===== src/rtl/wb_pkg.sv =====
// Shared types for the register-file write-port arbiter: default widths, the r0 address
// and the write request record used by both requesters and the registered RF port.
package wb_pkg;

    localparam int WB_DW = 32;
    localparam int WB_AW = 5;

    localparam logic [WB_AW-1:0] R0 = '0;

    typedef struct packed {
        logic             we;
        logic [WB_AW-1:0] ws;
        logic [WB_DW-1:0] wd;
    } wb_req_t;

endpackage


===== src/rtl/wb_starve_ctr.sv =====
// Counts cycles a pending B result has lost arbitration; flags a forced grant at STARVE_LIM-1.
// Latency: o_force is combinational from the counter register; no backpressure of its own.
module wb_starve_ctr #(
    parameter int STARVE_LIM = 4
) (
    input  logic clk,
    input  logic rst,
    input  logic i_b_valid,
    input  logic i_b_hs,
    output logic o_force
);

    localparam int SW = (STARVE_LIM > 1) ? $clog2(STARVE_LIM) : 1;
    localparam logic [SW-1:0] LIM_M1 = SW'(STARVE_LIM - 1);

    logic [SW-1:0] r_cnt;
    logic          w_at_lim;

    assign w_at_lim = (r_cnt == LIM_M1);
    assign o_force  = w_at_lim;

    // Saturates rather than wraps so a post-stall deferral keeps the force pending.
    always_ff @(posedge clk) begin
        if (rst || !i_b_valid || i_b_hs) begin
            r_cnt <= '0;
        end else if (!w_at_lim) begin
            r_cnt <= r_cnt + 1'b1;
        end
    end

endmodule


===== src/rtl/wb_port_arbiter.sv =====
// Arbitrates the single RF write port between the pipeline writeback stage and a valid/ready
// multi-cycle unit; grant is combinational, the RF port is registered (1 cycle latency).
module wb_port_arbiter
    import wb_pkg::*;
#(
    parameter int DW         = WB_DW,
    parameter int AW         = WB_AW,
    parameter int STARVE_LIM = 4,
    parameter int CW         = 16
) (
    input  logic          clk,
    input  logic          rst,
    input  logic [DW-1:0] P_WD,
    input  logic [AW-1:0] P_WS,
    input  logic          P_WE,
    output logic          STALL,
    input  logic          B_VALID,
    input  logic [DW-1:0] B_WD,
    input  logic [AW-1:0] B_WS,
    output logic          B_READY,
    output logic          RF_WE,
    output logic [AW-1:0] RF_WS,
    output logic [DW-1:0] RF_WD,
    output logic [CW-1:0] STALL_CNT
);

    wb_req_t       w_p;
    wb_req_t       w_b;
    wb_req_t       r_rf;
    logic          w_p_eff;
    logic          w_conflict;
    logic          w_force;
    logic          w_grant_b;
    logic          w_stall;
    logic          r_stall_q;
    logic [CW-1:0] r_stall_cnt;

    assign w_p = '{we: P_WE, ws: P_WS, wd: P_WD};
    assign w_b = '{we: B_VALID, ws: B_WS, wd: B_WD};

    assign w_p_eff    = w_p.we && (w_p.ws != R0);
    assign w_conflict = w_p_eff && w_b.we && (w_p.ws == w_b.ws);

    // On a shared destination B is the older instruction, so it must write first.
    assign w_grant_b = !rst && w_b.we && !r_stall_q &&
                       (!w_p_eff || w_conflict || w_force);
    assign w_stall   = w_grant_b && w_p_eff;

    assign STALL   = w_stall;
    assign B_READY = w_grant_b;

    wb_starve_ctr #(
        .STARVE_LIM (STARVE_LIM)
    ) u_starve (
        .clk       (clk),
        .rst       (rst),
        .i_b_valid (w_b.we),
        .i_b_hs    (w_grant_b),
        .o_force   (w_force)
    );

    always_ff @(posedge clk) begin
        if (rst) begin
            r_rf        <= '0;
            r_stall_q   <= 1'b0;
            r_stall_cnt <= '0;
        end else begin
            r_stall_q <= w_stall;
            if (w_stall && (r_stall_cnt != '1)) begin
                r_stall_cnt <= r_stall_cnt + 1'b1;
            end
            // A B result to r0 still completes its handshake but is dropped here.
            if (w_grant_b) begin
                r_rf <= '{we: (w_b.ws != R0), ws: w_b.ws, wd: w_b.wd};
            end else if (w_p_eff) begin
                r_rf <= w_p;
            end else begin
                r_rf.we <= 1'b0;
            end
        end
    end

    assign RF_WE     = r_rf.we;
    assign RF_WS     = r_rf.ws;
    assign RF_WD     = r_rf.wd;
    assign STALL_CNT = r_stall_cnt;

endmodule

===== config.mk =====
export PLATFORM = sky130hd
export DESIGN_NAME = wb_port_arbiter
export DESIGN_NICKNAME = d
export VERILOG_FILES = /design/src/rtl/wb_pkg.sv /design/src/rtl/wb_starve_ctr.sv /design/src/rtl/wb_port_arbiter.sv
export SDC_FILE = /design/constraint.sdc
export NUM_CORES = 1
export LEC_CHECK = 0
export ABC_AREA = 1
export BUFFER_PORTS_ARGS = -buffer_cell sky130_fd_sc_hd__buf_4
export CORE_ASPECT_RATIO = 0.8
export CORE_MARGIN = 5
export CORE_UTILIZATION = 49
export DETAILED_ROUTE_END_ITERATION = 8
export PLACE_DENSITY = 0.81
export SYNTH_ARGS = -nofsm -noshare
export SYNTH_HDL_FRONTEND = slang
export SYNTH_SLANG_ARGS = --single-unit

===== constraint.sdc =====
create_clock -name clk -period 2.1 [get_ports clk]
set_clock_uncertainty 0.05 [all_clocks]
set_input_delay 0.105 -clock clk [delete_from_list [all_inputs] [get_ports clk]]
set_output_delay 0.105 -clock clk [all_outputs]
set_load 0.03 [all_outputs]

==> impl_metrics.ini <==
[floorplanning]
start_util = 0.513
die_h_um = 83.9
coreArea_sq_um = 6510
die_x_um = 102
ioPinCount = 134
die_area_sq_um = 8580
num_rows = 26

[yosys]
yosysSeqAreaShare = 0.342
yosys_warnings = 0
synth_cells = 575
syn_nets = 655
netlist.area_leader.share = 0.342
synth_top_cell_by_area = dfxtp_1
synth_area_leaders = dfxtp_1 (34%), nand2_1 (18%), nor2_1 (18%)
synth_seq_cells = 57
yosysUniqueCellTypes = 26
postSynthAreaPerCell_sq_um = 5.81
synth_area_sq_um = 3340

[power]
pwr-share-comb = 0.222
p_clk_frac = 0.361
vdd_drop_max_v = 0.000336
p_int_mw = 2.00
p_per_area_nw_per_um2 = 598
swShare = 0.286
total_leakage_power_nw = 2.50
seqPwrFrac = 0.416
power_switching_mw = 0.804

[placed_design]
place_ws_ns = 0.251
placedCellCount = 785
globalplace.congestion = 0.916
dp_hpwl_um = 7120
portBuffers = 133

[worst_setup_path]
slowest_stage = dfxtp_1
path_class = reg -> out
crit_fanout = 19
crit_buf_inv = 2
worst_setup_path_start_kind = flip-flop
cp_cell_sequence = ha_1 -> nor2_4 -> nand2_2 -> nand2_8 -> buf_6 -> nor2_1 -> buf_4
rrSetupSlack_ns = 0.21
max_stage_delay_ns = 0.32
arrival_ns = 1.78
worstPathRequired_ns = 1.95
crit_path_end_kind = output port
cp_top_family = simple AND/OR/NAND/NOR gates

[clocking]
clock_path_buffers = 2
clk_pin_slew_worst_paths_ns = 0.06
postCtsSetupRepairBufs = 0
clock_latency_ns = 0.33
cts_sinks = 57
cts_root_buffer = clkbuf_8
cts_tree = done
htreeDepth = 3
numCtsBuffers = 9

[global_route]
grt_pass1_vias = 3585
grt_max_degree = 53
overflow = 0
grt_use_total = 0.229
grt_pass1_wl_um = 16200
antenna_found_initial = 0

[cells_and_area]
num_antenna_cells = 0
instances_no_fill = 801
area_growth_pct = 40.6
layout-drive-gt1-share = 0.247
nNetsFinal = 793
seqCellArea_sq_um = 1140
multi_input_area_sq_um = 1760
fillerInstances = 582

[timing]
hold_viol_final = 0
min_period_ns = 1.93
drv_slew = 0
period_share = 0.921
max-slew-margin-rel = 0.663
setup_violations = 0
rsz0062_at_grt = false
tns_ns = 0
fin_hold_ws_ns = 0.0236
clock.fmax_ghz = 0.517
fin_ws_ns = 0.166
max_slew.worst_pin.slew_ns = 0.505

[drt]
avgRoutedWirePerCell_um = 12.1
drtIter0Drc = 209
drc = 0
ant_nets = 0
routed_wl_um = 9660
first_pass_iters = 4
via_per_inst = 4.66
vias = 3732

[job]
maxCapViolCount = 0

[hold_path]
hp-class = in -> reg

[run_status]
status = finished clean
==> metrics by stage <==
step           utilization  instance area [sq um]  total power [mW]
2_1_floorplan            -                   3340              1.55
3_3_place_gp         0.688                   4470              1.80
3_5_place_dp         0.688                   4470              1.81
4_1_cts              0.719                   4680              2.83
5_1_grt              0.722                   4700              2.96
6_report             0.722                   4700              2.81
==> state kept, by name (all words and copies together) (netlist names) <==
name and cells:
RF_WD 32, RF_WE 1, RF_WS 5, STALL_CNT 16, r_stall_q 1, u_starve.r_cnt 2
==> worst register-to-register path: cells and delay by family, from the launching register on <==
| kind | cells | cell delay (ns) |
|---|---|---|
| DFF | 1 | 0.41 |
| buffers and inverters | 1 | 0.26 |
| AOI/OAI and AO/OA | 1 | 0.08 |
| adders and majority gates | 1 | 0.22 |
| and+or+nand+nor | 5 | 0.75 |
==> final cells by class <==
type                    count  area share
clock buffers              12      0.0330
clock inverters             3     0.00853
inverters                  90      0.0719
multi-input cells         404       0.376
flip-flops and latches     57       0.243
well taps                  84      0.0224
repair buffers            151       0.245
==> cell usage in the layout, fill, tap and decap left out, drive strengths merged <==
cell         count
a21oi           14
a31oi            1
and2             2
buf            150
bufinv           1
clkbuf          12
clkinv           2
dfxtp           57
dlygate4sd3      1
ha               2
inv             90
mux2i            1
nand2          166
nand3           25
nand3b           1
nand4           18
nor2           160
nor4             1
o21ai            1
o21bai           1
xnor2            5
xor2             6
==> kinds of logic after synthesis <==
logic type / share of synthesized area
XOR/XNOR: 0.0288
AO/OA/AOI/OAI: 0.0277
AND/OR/NAND/NOR: 0.455
buffers and inverters: 0.137
flip-flops: 0.342
adder cells (fa/ha/maj): 0.00749
multiplexers: 0.00300
==> Yosys cell counts <==
cell and instances:
inv_2 5, nand4_1 17, mux2i_1 1, clkbuf_1 9
a21oi_2 1, o21bai_1 1, o21ai_0 1, buf_2 11
nand3b_1 1, xnor2_1 5, nand3_1 25, a21oi_1 13
nor4_1 1, buf_4 4, nand4_2 1, xor2_1 6
a31oi_1 1, inv_1 85, nand2_2 2, nand2_4 2
ha_1 2, nand2_1 162, nor2_1 158, nor2_2 2
dfxtp_1 57, and2_1 2
==> power groups by stage <==
stage               Sequential [mW]  Clock (mW)  Combinational [mW]
floorplan                      1.30           0               0.255
detailed placement             1.19           0               0.622
finish                         1.17        1.01               0.625
global route                   1.17        1.09               0.696
CTS                            1.17        1.04               0.626
global placement               1.19           0               0.615
==> worst paths after layout <==
| path | start | end | cells past startpoint |
|---|---|---|---|
| setup / recovery | u_starve.r_cnt[0] | STALL | 7 |
| hold / removal | B_WD[3] | RF_WD[3] | 5 |
| setup reg to reg | STALL_CNT[0] | STALL_CNT[4] | 8 |
| hold reg to reg | u_starve.r_cnt[1] | u_starve.r_cnt[1] | 2 |
==> layer usage <==
| metal | global-route usage | share of wire |
|---|---|---|
| met1 | 0.290 | 0.42 |
| met2 | 0.372 | 0.46 |
| met3 | 0.0718 | 0.11 |
| met4 | 0.0679 | 0.014 |
| met5 | 0 | 0 |
==> what timing repair did <==
item,4_1_cts,5_1_grt
resized for setup,0,3
hold endpoints to repair,1,0
hold buffers,1,0
endpoints found under the setup margin,0,1
No activity file was read; power rests on OpenSTA's default activity.
